## src/rtl/rv32i_types_pkg.sv

```systemverilog
// Base RV32I types shared across the core.
package rv32i_types_pkg;

    typedef logic [31:0] word_t;

endpackage

```

## src/rtl/stage5_types_pkg.sv

```systemverilog
// Pipeline bundle types for the execute->mem->writeback interfaces of the 5-stage core,
// the load/store size encoding and the mem-stage FSM state type.
package stage5_types_pkg;

    import rv32i_types_pkg::word_t;

    // Bits [1:0] give the access size (B/H/W), bit 2 marks an unsigned load.
    typedef enum logic [2:0] {
        LsB  = 3'b000,
        LsH  = 3'b001,
        LsW  = 3'b010,
        LsBu = 3'b100,
        LsHu = 3'b101
    } ld_st_type_e;

    typedef enum logic [0:0] {
        StIdle   = 1'b0,
        StAccess = 1'b1
    } mem_fsm_t;

    typedef struct packed {
        word_t       pc;
        word_t       alu_result;
        word_t       store_data;
        logic        dren;
        logic        dwen;
        ld_st_type_e ld_st_type;
        logic [4:0]  rd;
        logic        reg_wen;
        logic        brj_taken;
        word_t       brj_target;
        logic        ifence;
        logic        csr_flush;
    } ex_mem_t;

    typedef struct packed {
        logic       valid;
        logic [4:0] rd;
        logic       wen;
        word_t      data;
    } mem_wb_t;

    localparam logic [1:0] SizeB = 2'b00;
    localparam logic [1:0] SizeH = 2'b01;
    localparam logic [1:0] SizeW = 2'b10;

    function automatic logic [1:0] ls_size(ld_st_type_e t);
        return t[1:0];
    endfunction

    function automatic logic ls_unsigned(ld_st_type_e t);
        return t[2];
    endfunction

endpackage

```

## src/rtl/stage5_mem_lane_align.sv

```systemverilog
// Combinational data-bus lane logic for the mem stage.
//   addr        in  byte address of the access
//   ld_st_type  in  access size and load signedness
//   store_data  in  raw store operand
//   rdata       in  word read from the data bus
//   byte_en     out byte lane enables for the addressed lanes
//   wdata       out store data replicated across lanes
//   load_data   out selected and extended load result
//   misaligned  out access violates natural alignment for its size
module stage5_mem_lane_align
    import stage5_types_pkg::*;
(
    input  logic [31:0] addr,
    input  ld_st_type_e ld_st_type,
    input  logic [31:0] store_data,
    input  logic [31:0] rdata,
    output logic [3:0]  byte_en,
    output logic [31:0] wdata,
    output logic [31:0] load_data,
    output logic        misaligned
);

    logic [1:0]  lane;
    logic        uns;
    logic [31:0] rshift;
    logic [7:0]  ld_byte;
    logic [15:0] ld_half;

    always_comb begin
        lane       = addr[1:0];
        uns        = ls_unsigned(ld_st_type);
        rshift     = rdata >> {lane, 3'b000};
        ld_byte    = rshift[7:0];
        ld_half    = addr[1] ? rdata[31:16] : rdata[15:0];
        byte_en    = 4'b1111;
        wdata      = store_data;
        load_data  = rdata;
        misaligned = 1'b0;
        case (ls_size(ld_st_type))
            SizeB: begin
                byte_en   = 4'b0001 << lane;
                wdata     = {4{store_data[7:0]}};
                load_data = {{24{ld_byte[7] & ~uns}}, ld_byte};
            end
            SizeH: begin
                misaligned = addr[0];
                byte_en    = addr[1] ? 4'b1100 : 4'b0011;
                wdata      = {2{store_data[15:0]}};
                load_data  = {{16{ld_half[15] & ~uns}}, ld_half};
            end
            default: begin
                misaligned = |addr[1:0];
            end
        endcase
    end

endmodule

```

## src/rtl/stage5_mem_stage.sv

```systemverilog
// Memory stage of the 5-stage core: consumes the execute->mem bundle, runs loads/stores
// over a busy-handshake data bus with a wait watchdog, raises fetch redirects and
// produces the registered writeback bundle.
//   CLK, RST            clock, synchronous active-high reset
//   ex_valid/ex_mem_reg incoming instruction bundle; mem_ready low stalls execute
//   dbus_*              registered data-bus request, dbus_busy/dbus_rdata response
//   brj_addr/pc4        redirect targets, qualified by redirect_brj/redirect_pc4 pulses
//   wb_*                registered writeback bundle
//   misalign_fault      pulse when a misaligned access is suppressed
//   bus_timeout         pulse when the watchdog aborts an access
module stage5_mem_stage
    import rv32i_types_pkg::*;
    import stage5_types_pkg::*;
#(
    parameter int unsigned MAX_WAIT = 255
) (
    input  logic        CLK,
    input  logic        RST,
    input  logic        ex_valid,
    input  ex_mem_t     ex_mem_reg,
    output logic        mem_ready,
    output logic [31:0] dbus_addr,
    output logic [31:0] dbus_wdata,
    output logic [3:0]  dbus_byte_en,
    output logic        dbus_ren,
    output logic        dbus_wen,
    input  logic        dbus_busy,
    input  logic [31:0] dbus_rdata,
    output logic [31:0] brj_addr,
    output logic [31:0] pc4,
    output logic        redirect_brj,
    output logic        redirect_pc4,
    output logic        wb_valid,
    output logic [4:0]  wb_rd,
    output logic        wb_wen,
    output logic [31:0] wb_data,
    output logic        misalign_fault,
    output logic        bus_timeout
);

    localparam int unsigned CntW = (MAX_WAIT < 2) ? 1 : $clog2(MAX_WAIT + 1);
    localparam logic [CntW-1:0] MaxCnt = CntW'(MAX_WAIT);

    mem_fsm_t        state_q, state_d;
    ex_mem_t         inst_q, inst_d;
    logic            pend_q, pend_d;
    logic [CntW-1:0] cnt_q, cnt_d;
    logic            ren_q, ren_d, wen_q, wen_d;
    word_t           addr_q, addr_d, wdata_q, wdata_d;
    logic [3:0]      be_q, be_d;
    word_t           brj_addr_q, brj_addr_d, pc4_q, pc4_d;
    logic            redir_brj_q, redir_brj_d, redir_pc4_q, redir_pc4_d;
    mem_wb_t         wb_q, wb_d;
    logic            misalign_q, misalign_d, timeout_q, timeout_d;

    // An instruction accepted in a completion cycle is parked in inst_q (pend_q) and
    // processed in the following idle cycle so its writeback cannot collide.
    ex_mem_t src;
    logic    src_valid, src_is_mem;

    word_t       la_addr, la_wdata, la_load;
    ld_st_type_e la_type;
    logic [3:0]  la_be;
    logic        la_misaligned;

    logic    retire, ret_abort;
    ex_mem_t ret;
    word_t   ret_data;

    always_comb begin
        src        = pend_q ? inst_q : ex_mem_reg;
        src_valid  = pend_q | ex_valid;
        src_is_mem = src.dren | src.dwen;
        la_addr    = (state_q == StAccess) ? inst_q.alu_result : src.alu_result;
        la_type    = (state_q == StAccess) ? inst_q.ld_st_type : src.ld_st_type;
        mem_ready  = (state_q == StIdle) ? ~pend_q : ~dbus_busy;
    end

    stage5_mem_lane_align u_lane_align (
        .addr       (la_addr),
        .ld_st_type (la_type),
        .store_data (src.store_data),
        .rdata      (dbus_rdata),
        .byte_en    (la_be),
        .wdata      (la_wdata),
        .load_data  (la_load),
        .misaligned (la_misaligned)
    );

    always_comb begin
        state_d     = state_q;
        inst_d      = inst_q;
        pend_d      = pend_q;
        cnt_d       = cnt_q;
        ren_d       = ren_q;
        wen_d       = wen_q;
        addr_d      = addr_q;
        be_d        = be_q;
        wdata_d     = wdata_q;
        brj_addr_d  = brj_addr_q;
        pc4_d       = pc4_q;
        redir_brj_d = 1'b0;
        redir_pc4_d = 1'b0;
        wb_d        = wb_q;
        wb_d.valid  = 1'b0;
        misalign_d  = 1'b0;
        timeout_d   = 1'b0;
        retire      = 1'b0;
        ret_abort   = 1'b0;
        ret         = inst_q;
        ret_data    = inst_q.alu_result;

        unique case (state_q)
            StIdle: begin
                if (src_valid) begin
                    pend_d = 1'b0;
                    if (src_is_mem && !la_misaligned) begin
                        state_d = StAccess;
                        inst_d  = src;
                        cnt_d   = '0;
                        ren_d   = src.dren;
                        wen_d   = src.dwen;
                        addr_d  = {src.alu_result[31:2], 2'b00};
                        be_d    = la_be;
                        wdata_d = la_wdata;
                    end else begin
                        // Non-memory op, or a misaligned access that never reaches the bus.
                        retire     = 1'b1;
                        ret        = src;
                        ret_data   = src.alu_result;
                        ret_abort  = src_is_mem;
                        misalign_d = src_is_mem;
                    end
                end
            end
            StAccess: begin
                if (!dbus_busy) begin
                    state_d  = StIdle;
                    ren_d    = 1'b0;
                    wen_d    = 1'b0;
                    retire   = 1'b1;
                    ret_data = inst_q.dren ? la_load : inst_q.alu_result;
                    if (ex_valid) begin
                        pend_d = 1'b1;
                        inst_d = ex_mem_reg;
                    end
                end else begin
                    cnt_d = cnt_q + 1'b1;
                    if (MAX_WAIT != 0 && cnt_d == MaxCnt) begin
                        state_d   = StIdle;
                        ren_d     = 1'b0;
                        wen_d     = 1'b0;
                        retire    = 1'b1;
                        ret_abort = 1'b1;
                        timeout_d = 1'b1;
                    end
                end
            end
        endcase

        if (retire) begin
            wb_d.valid = 1'b1;
            wb_d.rd    = ret.rd;
            wb_d.wen   = ret.reg_wen && (ret.rd != 5'd0) && !ret_abort;
            wb_d.data  = ret_data;
            if (!ret_abort) begin
                if (ret.brj_taken) begin
                    redir_brj_d = 1'b1;
                    brj_addr_d  = ret.brj_target;
                end else if (ret.ifence || ret.csr_flush) begin
                    redir_pc4_d = 1'b1;
                    pc4_d       = ret.pc + 32'd4;
                end
            end
        end
    end

    always_ff @(posedge CLK) begin
        if (RST) begin
            state_q     <= StIdle;
            inst_q      <= '0;
            pend_q      <= 1'b0;
            cnt_q       <= '0;
            ren_q       <= 1'b0;
            wen_q       <= 1'b0;
            addr_q      <= '0;
            be_q        <= '0;
            wdata_q     <= '0;
            brj_addr_q  <= '0;
            pc4_q       <= '0;
            redir_brj_q <= 1'b0;
            redir_pc4_q <= 1'b0;
            wb_q        <= '0;
            misalign_q  <= 1'b0;
            timeout_q   <= 1'b0;
        end else begin
            state_q     <= state_d;
            inst_q      <= inst_d;
            pend_q      <= pend_d;
            cnt_q       <= cnt_d;
            ren_q       <= ren_d;
            wen_q       <= wen_d;
            addr_q      <= addr_d;
            be_q        <= be_d;
            wdata_q     <= wdata_d;
            brj_addr_q  <= brj_addr_d;
            pc4_q       <= pc4_d;
            redir_brj_q <= redir_brj_d;
            redir_pc4_q <= redir_pc4_d;
            wb_q        <= wb_d;
            misalign_q  <= misalign_d;
            timeout_q   <= timeout_d;
        end
    end

    assign dbus_addr      = addr_q;
    assign dbus_wdata     = wdata_q;
    assign dbus_byte_en   = be_q;
    assign dbus_ren       = ren_q;
    assign dbus_wen       = wen_q;
    assign brj_addr       = brj_addr_q;
    assign pc4            = pc4_q;
    assign redirect_brj   = redir_brj_q;
    assign redirect_pc4   = redir_pc4_q;
    assign wb_valid       = wb_q.valid;
    assign wb_rd          = wb_q.rd;
    assign wb_wen         = wb_q.wen;
    assign wb_data        = wb_q.data;
    assign misalign_fault = misalign_q;
    assign bus_timeout    = timeout_q;

endmodule

```

## config.mk

```make
export PLATFORM = sky130hd
export DESIGN_NAME = stage5_mem_stage
export DESIGN_NICKNAME = d
export VERILOG_FILES = /design/src/rtl/rv32i_types_pkg.sv /design/src/rtl/stage5_types_pkg.sv /design/src/rtl/stage5_mem_lane_align.sv /design/src/rtl/stage5_mem_stage.sv
export SDC_FILE = /design/constraint.sdc
export NUM_CORES = 1
export LEC_CHECK = 0
export BUFFER_PORTS_ARGS = -buffer_cell sky130_fd_sc_hd__clkbuf_2
export CORE_ASPECT_RATIO = 1.5
export CORE_MARGIN = 2
export CORE_UTILIZATION = 30
export CTS_CLUSTER_DIAMETER = 120
export DETAILED_ROUTE_END_ITERATION = 7
export PLACE_DENSITY = 0.54
export SLEW_MARGIN = 5
export SYNTH_ARGS = -nofsm -noshare
export SYNTH_HDL_FRONTEND = slang
export SYNTH_SLANG_ARGS = --single-unit
export TNS_END_PERCENT = 10
```

## constraint.sdc

```tcl
create_clock -name CLK -period 3.5 [get_ports CLK]
set_clock_uncertainty 0.2 [all_clocks]
set_input_delay 0.35 -clock CLK [delete_from_list [all_inputs] [get_ports CLK]]
set_output_delay 0.35 -clock CLK [all_outputs]
set_load 0.01 [all_outputs]
```

### After elaboration in Yosys (flattened, before gate mapping)

Index checks and enable logic that the tools add are counted.

| storage, ports and cells | value |
|---|---|
| word-level logic and storage cells | 129 |
| bits in registers | 327 |
| output and inout bits | 178 |

| operators by class | value |
|---|---|
| multiplexer cells | 56 |
| add/subtract/negate cells | 2 |
| equality and inequality tests | 8 |
| shift operators | 2 |
| bitwise operators | 11 |
| reductions and logical operators | 20 |

Operators with widths:

| kind | count |
|---|---|
| $mux 142 | 8 |
| $pmux 142 s2 | 1 |
| $pmux 32 s2 | 3 |
| $mux 32 | 4 |
| $mux 39 | 1 |
| $add 32x3->32 const B | 1 |
| $shr 32x5->8 | 1 |
| $mux 8 | 3 |
| $mux 1 | 23 |
| $mux 16 | 1 |
| $pmux 8 s2 | 1 |
| $reduce_and 3->1 | 5 |
| $pmux 1 s2 | 7 |
| $add 8x1->8 const B | 1 |
| $eq 8x8->1 const B | 1 |
| $ne 2x2->1 const B | 4 |
| $pmux 4 s2 | 1 |
| $reduce_and 4->1 | 2 |
| $not 1->1 | 7 |
| $reduce_or 2->1 | 3 |
| $reduce_bool 5->1 | 1 |
| $mux 4 | 1 |
| $reduce_or 4->1 | 1 |
| $shl 1x2->4 const A | 1 |
| 12 further kinds | 17 |

### Longest topological paths before layout

Gate-level depths: netlist of run 1.

| logic depth | value |
|---|---|
| word-level depth | 13 |
| gate-level depth with buffers | 20 |

### Modules after synthesis

A second synthesis of run 1 with hierarchy kept.

| second synthesis, totals | value |
|---|---|
| cell total of the unflattened synthesis | 2124 |
| area, all modules | 16634.7 um^2 |

By module, submodules not included:

| module | seq. area each (um^2) | instances | cells each | area each (um^2) |
|---|---|---|---|---|
| stage5_mem_stage | 6546.3 | 1 | 1950 | 15329.7 |
| stage5_mem_lane_align | 0.0 | 1 | 174 | 1305.0 |

### Worst setup path after synthesis of run 1

Ideal clock, no wire load.

| timing path | value |
|---|---|
| kind | reg-to-reg |
| start point | register state_q |
| end point | register pc4_q[30] (netlist: pc4[30]) |
| path buffers | 6 |
| required time | 3182 ps |
| slack | -167 ps |
| data arrival time | 3349 ps |
| stages on the path, launching flop included | 20 |
| cells stage by stage | dfxtp_1 -> buf_4 -> nor4_1 -> a21oi_4 -> a21oi_4 -> or2_2 -> buf_4 -> buf_6 -> buf_2 -> nand2_1 -> nand2_1 -> ha_1 -> clkbuf_1 -> and3_1 -> and3_1 -> clkbuf_1 -> nand4_1 -> xnor2_1 -> mux2i_1 -> o21ai_1 |

| on the way | value |
|---|---|
| word-level cells in the longest chain between the ends | 10 |

Ends and longest elaborated chain:

| element | RTL line | source |
|---|---|---|
| from (decl) | stage5_mem_stage.sv:44 | `mem_fsm_t state_q, state_d;` |
| from (signal assigned) | stage5_mem_stage.sv:180 | `state_q <= StIdle;` |
| from (signal assigned) | stage5_mem_stage.sv:197 | `state_q <= state_d;` |
| branches (longest 10 deep; another with $add 32x3->32) | - |  |
| to (signal assigned) | stage5_mem_stage.sv:207 | `pc4_q <= pc4_d;` |
| to (decl) | stage5_mem_stage.sv:51 | `word_t brj_addr_q, brj_addr_d, pc4_q, pc4_d;` |

Several ways; the timed one is not identified.
A chain may end at the register's enable or synchronous reset.

### Worst setup path in the final report of run 1

| timing path | value |
|---|---|
| start point | input ex_mem_reg[42] (netlist bit) |
| end point | register pc4_q[26] (netlist: pc4[26]) |

| on the way | value |
|---|---|
| word-level cells in the longest chain between the ends | 11 |

Ends and longest elaborated chain:

| element | RTL line | source |
|---|---|---|
| from (decl) | stage5_mem_stage.sv:20 | `input ex_mem_t ex_mem_reg,` |
| $mux 142 (*) | stage5_mem_stage.sv:71 | `src = pend_q ? inst_q : ex_mem_reg;` |
| $mux 3 (*) | stage5_mem_stage.sv:75 | `la_type = (state_q == StAccess) ? inst_q.ld_st_type : src.ld_st_type;` |
| $eq 2x1->1 / $logic_not 2->1 (equally long branches) | stage5_mem_lane_align.sv:39 | `case (ls_size(ld_st_type))` |
| $pmux 1 s2 (*) | stage5_mem_lane_align.sv:39 |  |
| $logic_not 1->1 (*) | stage5_mem_stage.sv:117 | `if (src_is_mem && !la_misaligned) begin` |
| $logic_and 1x1->1 (*) | stage5_mem_stage.sv:117 |  |
| branches (longest 5 deep; another with $add 32x3->32) | - |  |

Mark *: on every way between the ends.

==> impl_metrics.yaml, run 1 <==
floorplan:
  ios: 356
  core-area_mm2: 0.0525
  die_w_um: 192
  die_y_um: 286
  dieArea_mm2: 0.0548
  initial_core_util: 0.303
  core.rowCount: 103
logic_synthesis:
  synthArstFlopShare: 0
  postSynthCellCount: 2003
  synthesis.area_mm2: 0.0159
  synth-seq-cells: 327
  ys.flop_type: "dfxtp_1"
  avgSynthCellArea_um2: 7.93
  synth_compound_area_frac: 0.232
  synth_top_family_by_area: "compound AO/OA/AOI/OAI gates"
  synth_warnings: 0
  synth_adder_area_share: 0.00236
  synth.area.mux_share: 0.0515
  yosysUniqueCellTypes: 70
  synth_xor_area_frac: 0.0276
  synth-edff-count: 0
  synth_simple_gate_area_frac: 0.222
  synth-seq-area-share: 0.412
global_route:
  grt_pass1_vias: 16200
  grt_pass1_wl_um: 90700
  grt_usage: 0.211
  grt_max_degree: 156
  antenna_found_initial: 5
  grt_overflow_total: 0
timing:
  drv_slew: 0
  min_period_over_period: 0.949
  layout_setup_ws_ns: 0.178
  setup_viol: 0
  setup_tns_ns: 0
  fin_crit_ns: 3.32
  tightest_slew_ns: 1.13
  fmaxAchievable_ghz: 0.301
  rsz0062_at_grt: "false"
  hold_viol_final: 0
  relSlewSlack: 0.239
  whs_ns: 0.0489
setup_path:
  r2r_start: "pend_q"
  worstSetupPathType: "in -> reg"
  r2r_cells: 14
  worstPathMaxFanout: 6
  crit_start: "ex_mem_reg[42]"
  cp-start-kind: "primary input"
  critPathRequiredTime_ns: 3.77
  cp-end-kind: "flip-flop"
  arrival_ns: 3.59
detailed_routing:
  wire_per_inst_um: 19.0
  drt-total-wl_um: 59800
  ant_nets: 0
  vias: 16300
  viasPerCell: 5.19
  drtPass1Iterations: 5
  drtIter0Drc: 923
  drc: 0
power_and_ir_drop:
  p_leak_nw: 8.12
  fin_total_pwr_mw: 10.5
  peakVddDrop_uv: 414
  power_density_mw_per_mm2: 498
place:
  dp_slack_ns: 0.162
  port_buffers: 353
  placed_cells: 2922
  dp_hpwl_um: 40800
  placed_area_mm2: 0.0183
  gp_congestion: 0.875
clock_network:
  cts_root_buffer: "clkbuf_16"
  clk_path_buf_depth: 3
  clock_latency_ns: 0.54
  clock_sink_count: 327
  cts_buffers: 38
  path_clk_slew_ns: 0.06
  h-tree-depth: 2
  cts_tree: "done"
final_layout:
  fillers: 5395
  area_growth_pct: 32.7
  final_nets: 2607
  drive_above_1_share: 0.222
  stdcell_count: 3139
  fin_area_mm2: 0.0211
  utilization: 0.401
min_path:
  min_path_type: "in -> reg"
  worstHoldPathCells: 4
  min_from: "dbus_rdata[0]"
run:
  max_cap_viol_count: 0
status:
  outcome: "finished, final reports clean"
## power breakdown
part	switching, mW	total [mW]	internal, mW
clock	1.67	4.16	2.49
sequential	0.218	4.25	4.03
combinational	1.28	2.08	0.800
total	3.17	10.5	7.32
## cells by family (layout without fill, tap and decap cells)
family / after synthesis / in the layout
AND/OR/NAND/NOR: 813 / 813
XOR/XNOR: 50 / 50
flip-flops: 327 / 327
buffers and inverters: 175 / 626
multiplexers: 79 / 79
adder cells (fa/ha/maj): 3 / 3
other: 1 / 4
AO/OA/AOI/OAI: 555 / 555
## routing by layer
layer / GRT usage / wire, um / vias up
met3: 0.0350 / 3350 / 132
li1: - / - / 7906
met1: 0.244 / 23800 / 7730
met2: 0.375 / 30200 / 534
met4: 0.0992 / 2440 / 4
met5: 0 / 23 / -
## flip-flops by register name (all words and copies together), names as in the netlist
register / flops
brj_addr: 32
bus_timeout: 1
cnt_q: 8
dbus_addr: 30
dbus_byte_en: 4
dbus_ren: 1
dbus_wdata: 32
dbus_wen: 1
inst_q: 142
misalign_fault: 1
pc4: 32
pend_q: 1
redirect_brj: 1
redirect_pc4: 1
state_q: 1
wb_data: 32
wb_rd: 5
wb_valid: 1
wb_wen: 1
## cell usage after synthesis (all sizes together), types with 29 or more instances
cell type    n  area, um^2
nand3       38         190
buf         74         432
a311oi      40         488
nor2       169         672
mux2i       67         671
a21oi      208        1080
xnor2       29         254
a211oi      87         673
nand2      455        1710
o21ai       97         489
nor3        36         180
nor2b       30         188
dfxtp      327        6550
clkbuf      92         345
a31oi       35         219
## repair_timing
action                                 4_1_cts  5_1_grt
hold buffers                               145        0
setup endpoints to repair                    0        2
endpoints found under the hold margin      207        0
buffers inserted                             0        1
resized for setup                            0        0
## final timing paths
check	endpoint	slack (ns)
worst max-delay path	pc4[26]	0.18
worst min-delay path	wb_data[0]	0.05
worst max register to register	pc4[12]	0.25
worst min register to register	inst_q[72]	0.25
## cell type report
type | instances | area [um^2] | area share
multi-input combinational | 1502 | 8600 | 0.408
sequential | 327 | 6550 | 0.311
timing repair buffer | 548 | 3720 | 0.176
clock buffer | 56 | 1140 | 0.0542
tap | 682 | 853 | 0.0405
clock inverter | 13 | 156 | 0.00743
inverter | 9 | 33.8 | 0.00160
antenna | 2 | 5.00 | 0.000238
## cell usage in the layout, fill, tap and decap left out, drive strengths merged, types with 11 or more instances in the layout
cell         synthesis  layout
a211oi              87      87
dfxtp              327     327
clkbuf              92     408
o21ai               97      97
buf                 74      51
nand2              455     455
a31oi               35      35
and3                26      26
dlygate4sd3          0     145
o211ai              20      20
a221oi              16      16
xnor2               29      29
xor2                21      21
nor2               169     169
nand4               15      15
nor3                36      36
nor2b               30      30
nand3               38      38
a311oi              40      40
mux2i               67      67
a21oi              208     208
mux2                11      11
## critical path: stages
cell and delay (ns):
dlygate4sd3_1 0.55, clkbuf_2 0.17, nor4bb_1 0.16, or3_1 0.40, a21oi_4 0.24, nor2_4 0.06, mux2_2 0.25, ha_1 0.19
and3_1 0.29, and3_1 0.33, nand4_1 0.16, xnor2_1 0.19, mux2i_1 0.10, o21ai_1 0.15
(Power assumes the default switching activity.)
==> run 2, diff against run 1 <==
MAX_ROUTING_LAYER = met4   (was not set)
==> run 2 against run 1 <==
Register-to-register slack about the same. Die area did not move. Clock-buffer cell count fell by 2. Non-clock buffer count rose by 7. Clock power decreased by 1%. Via count up 0.19%. Setup slack improved by 0.0096 ns.
==> impl_metrics.yaml, run 2 (synthesized netlist as in run 1, its figures left out) <==
final_layout:
  final_cell_mix: "nand2_1 (454), clkbuf_2 (352), dfxtp_1 (325)"
  area_growth_pct: 32.8
  fin_area_mm2: 0.0211
  stdcell_count: 3142
  drive_above_1_share: 0.227
  layout_commonest_cell: "nand2_1"
  largest_register_ffs: 142
  seqCellArea_mm2: 0.00655
  final_nets: 2614
  fillers: 5294
  regMostFlops: "inst_q"
  multi_input_area_mm2: 0.00861
status:
  outcome: "finished, final reports clean"
floorplan:
  die_y_um: 286
  die_w_um: 192
  initial_core_util: 0.303
  ios: 356
  core.rowCount: 103
  dieArea_mm2: 0.0548
  core-area_mm2: 0.0525
power_and_ir_drop:
  p_leak_nw: 8.15
  peakVddDrop_uv: 353
  power_density_mw_per_mm2: 496
setup_path:
  cp-start-kind: "primary input"
  arrival_ns: 3.49
  worstPathMaxFanout: 6
  critPathRequiredTime_ns: 3.68
  worstSetupPathType: "in -> reg"
  cp-end-kind: "flip-flop"
detailed_routing:
  drc: 0
  wire_per_inst_um: 19.2
  drt-total-wl_um: 60200
  drtIter0Drc: 1001
  viasPerCell: 5.20
  vias: 16300
  ant_nets: 0
  drtPass1Iterations: 5
clock_network:
  cts_root_buffer: "clkbuf_16"
  clock_sink_count: 327
  h-tree-depth: 2
  path_clk_slew_ns: 0.06
  cts_tree: "done"
  clk_path_buf_depth: 3
  cts_setup_buffers: 0
  cts_buffers: 38
  clock_latency_ns: 0.53
global_route:
  grt_usage: 0.219
  grt_overflow_total: 0
  grt_max_degree: 158
  grt_pass1_vias: 16000
  antenna_found_initial: 3
  grt_pass1_wl_um: 92000
timing:
  fmaxAchievable_ghz: 0.302
  tightest_slew_ns: 0.891
  hold_viol_final: 0
  whs_ns: 0.0403
  drv_slew: 0
  relSlewSlack: 0.405
  setup_tns_ns: 0
  setup_viol: 0
  fin_crit_ns: 3.31
  min_period_over_period: 0.946
place:
  placed_cells: 2934
  port_buffers: 353
  dp_hpwl_um: 41800
  placed_area_mm2: 0.0184
  gp_congestion: 0.902
run:
  max_cap_viol_count: 0
min_path:
  min_path_type: "in -> reg"
## run 2: cell count changes in the layout (fill, tap and decap cells not counted), sizes merged
cell / previous run / this run
clkinv: 7 / 5
buf: 51 / 62
clkbuf: 408 / 406
clkinvlp: 2 / 1
diode: 2 / 3
dlygate4sd3: 145 / 141
## run 2: area by class of cell
class | count | share of cell area
multi-input cells | 1502 | 0.408
flip-flops and latches | 327 | 0.311
repair buffers | 555 | 0.178
clock buffers | 54 | 0.0538
well taps | 682 | 0.0405
clock inverters | 10 | 0.00641
inverters | 9 | 0.00160
diodes | 3 | 0.000356
## run 2: path summary, 6_finish.rpt
| check | depth (start not counted) | start | endpoint | slack [ns] |
|---|---|---|---|---|
| setup / recovery | 15 | ex_mem_reg[79] | pc4[28] | 0.19 |
| hold / removal | 4 | ex_mem_reg[42] | inst_q[42] | 0.04 |
| setup reg to reg | 10 | pend_q | wb_data[6] | 0.25 |
| hold reg to reg | 2 | inst_q[5] | inst_q[5] | 0.25 |
## run 2: worst max-delay path: stages
cell           delay [ns]
dlygate4sd3_1        0.53
clkbuf_2             0.13
nor4bb_2             0.18
or3_1                0.41
a21oi_4              0.28
or2_2                0.20
nand2_1              0.06
nand2_1              0.08
ha_1                 0.20
and3_1               0.30
and3_1               0.32
nand2_1              0.10
xnor2_1              0.13
o211ai_1             0.15
a21oi_1              0.08
## run 2: routing by layer
metal / routed length (um) / global-route usage
met4: 2440 / 0.0940
met5: 0 / -
met3: 3510 / 0.0332
met2: 30300 / 0.376
met1: 23900 / 0.252
## run 2: repair_timing
action / CTS / global route
setup endpoints to repair: 0 / 3
endpoints found under the hold margin: 200 / 0
hold buffers: 141 / 0
resized for setup: 0 / 2
## run 2: through the flow
step	total power, mW	utilization	setup WS, ns
global route	11.0	0.402	-0.00163
global placement	6.27	0.351	0.247
CTS	10.6	0.402	0.227
floorplan	5.46	-	-0.00321
finish	10.5	0.402	0.188
detailed placement	6.30	0.351	0.223
## run 2: power by group
| group | internal [mW] | switching, mW | leakage (nW) |
|---|---|---|---|
| Sequential | 4.03 | 0.216 | 2.67 |
| Clock | 2.47 | 1.65 | 0.624 |
| Combinational | 0.813 | 1.28 | 4.85 |
| Total | 7.31 | 3.16 | 8.15 |
==> run 3, diff against run 2 <==
PLACE_DENSITY = 0.52   (was 0.54)
clock period = 3.4 ns   (was 3.5 ns; I/O delays follow)
==> run 3 against run 2 <==
Sequential share of layout area is essentially flat. Utilization shrank 0.055 points. Wire length shrank 2.1%. Global-route usage shrank 0.38 points. Worst hold slack lost 0.0019 ns. Power grew 1.5%. Die area is the same. Critical path type unchanged. Critical endpoint is now pc4[12].
==> impl_metrics.yaml, run 3 (synthesized netlist as in run 1, its figures left out) <==
final_layout:
  largest_register_ffs: 142
  area_growth_pct: 32.6
  layout_commonest_cell: "nand2_1"
  antenna_cells: 0
  regMostFlops: "inst_q"
  final_cell_mix: "nand2_1 (454), clkbuf_2 (352), dfxtp_1 (325)"
  stdcell_count: 3137
  fin_area_mm2: 0.0211
  fillers: 5399
  drive_above_1_share: 0.227
  final_nets: 2610
clock_network:
  cts_tree: "done"
  cts_root_buffer: "clkbuf_16"
  h-tree-depth: 2
  clock_latency_ns: 0.53
  clock_sink_count: 327
  clk_path_buf_depth: 3
  cts_buffers: 37
  path_clk_slew_ns: 0.06
timing:
  relSlewSlack: 0.339
  fin_crit_ns: 3.28
  fmaxAchievable_ghz: 0.305
  drv_slew: 0
  setup_tns_ns: 0
  hold_viol_final: 0
  min_period_over_period: 0.964
  tightest_slew_ns: 0.992
  setup_viol: 0
floorplan:
  dieArea_mm2: 0.0548
  core-area_mm2: 0.0525
  core.rowCount: 103
  initial_core_util: 0.303
  die_y_um: 286
  die_w_um: 192
  ios: 356
status:
  outcome: "finished, final reports clean"
setup_path:
  worstPathMaxFanout: 5
  critPathRequiredTime_ns: 3.56
  cp-start-kind: "primary input"
  cp-end-kind: "flip-flop"
  reg2reg_slack_ns: 0.19
  path_delay_family: "simple AND/OR/NAND/NOR gates"
  worstSetupPathType: "in -> reg"
  slowest_stage: "dlygate4sd3_1"
  crit_path_max_incr_delay_ns: 0.55
  crit_buf_inv: 2
  crit_chain: "dlygate4sd3_1 -> clkbuf_2 -> nor4bb_2 -> or3_4 -> a21oi_4 -> nor2_4 -> mux2_2 -> ha_4 -> and2_4 -> and2_4 -> and4_1 -> xnor2_1 -> nand2_1 -> o211ai_1 -> a21oi_1"
  cpMostUsedCell: "and2_4"
  arrival_ns: 3.44
global_route:
  antenna_found_initial: 0
  grt_overflow_total: 0
  grt_max_degree: 173
  grt_pass1_vias: 16100
  grt_pass1_wl_um: 91200
  grt_usage: 0.216
place:
  dp_hpwl_um: 40600
  gp_congestion: 0.882
  placed_area_mm2: 0.0184
  port_buffers: 353
  placed_cells: 2927
detailed_routing:
  vias: 16200
  drt-total-wl_um: 58900
  ant_nets: 0
  wire_per_inst_um: 18.8
  drtIter0Drc: 851
  drc: 0
  drtPass1Iterations: 5
  viasPerCell: 5.15
min_path:
  min_path_type: "in -> reg"
power_and_ir_drop:
  fin_total_pwr_mw: 10.6
  power_density_mw_per_mm2: 505
  peakVddDrop_uv: 331
  p_leak_nw: 8.10
run:
  max_cap_viol_count: 0
[run 3: changes by cell type in the layout (fill, tap and decap cells not counted), sizes merged]
cell / previous run / this run
bufinv: 3 / 2
clkinvlp: 1 / 4
diode: 3 / 0
clkinv: 5 / 7
clkbuf: 406 / 402
inv: 10 / 11
buf: 62 / 56
dlygate4sd3: 141 / 144
[run 3: metrics by stage]
stage | hold WS, ns | util | setup WS (ns)
6_report | 0.0383 | 0.401 | 0.121
3_3_place_gp | 0.235 | 0.350 | 0.0966
3_5_place_dp | 0.243 | 0.350 | 0.0252
2_1_floorplan | 0.228 | - | -0.00252
5_1_grt | 0.0299 | 0.401 | -0.00777
4_1_cts | 0.0101 | 0.401 | 0.0342
[run 3: final timing paths]
kind | start | to | cells after the start
setup reg to reg | pend_q | pc4[12] | 13
hold reg to reg | inst_q[65] | inst_q[65] | 2
setup / recovery | ex_mem_reg[42] | pc4[12] | 15
hold / removal | dbus_rdata[31] | wb_data[31] | 3
[run 3: layout make-up]
type | count | area, um^2 | area share
Inverter | 9 | 33.8 | 0.00160
Clock buffer | 50 | 1070 | 0.0507
Multi-Input combinational cell | 1502 | 8640 | 0.410
Sequential cell | 327 | 6550 | 0.311
Clock inverter | 15 | 150 | 0.00713
Timing Repair Buffer | 552 | 3760 | 0.178
Tap cell | 682 | 853 | 0.0405
[run 3: worst min-delay path: stages]
cell and delay [ns]:
clkbuf_2 0.15, a221oi_1 0.10, a31oi_1 0.15
[run 3: metal layers]
metal  up-vias  global-route usage  routed length [um]
met5         -                   -                   0
met4         0              0.0758                1970
met3       116              0.0297                3110
met2       515               0.379               30200
met1      7637               0.248               23700
li1       7903                   -                   -
[run 3: power by group]
group,switching (mW),internal (mW)
combinational,1.33,0.847
sequential,0.207,4.15
clock,1.73,2.37
[run 3: repair_timing]
item	in CTS	in global routing
hold buffers	144	0
buffers inserted	0	1
endpoints found under the setup margin	0	8
endpoints found under the hold margin	208	0
gates resized for setup	0	7
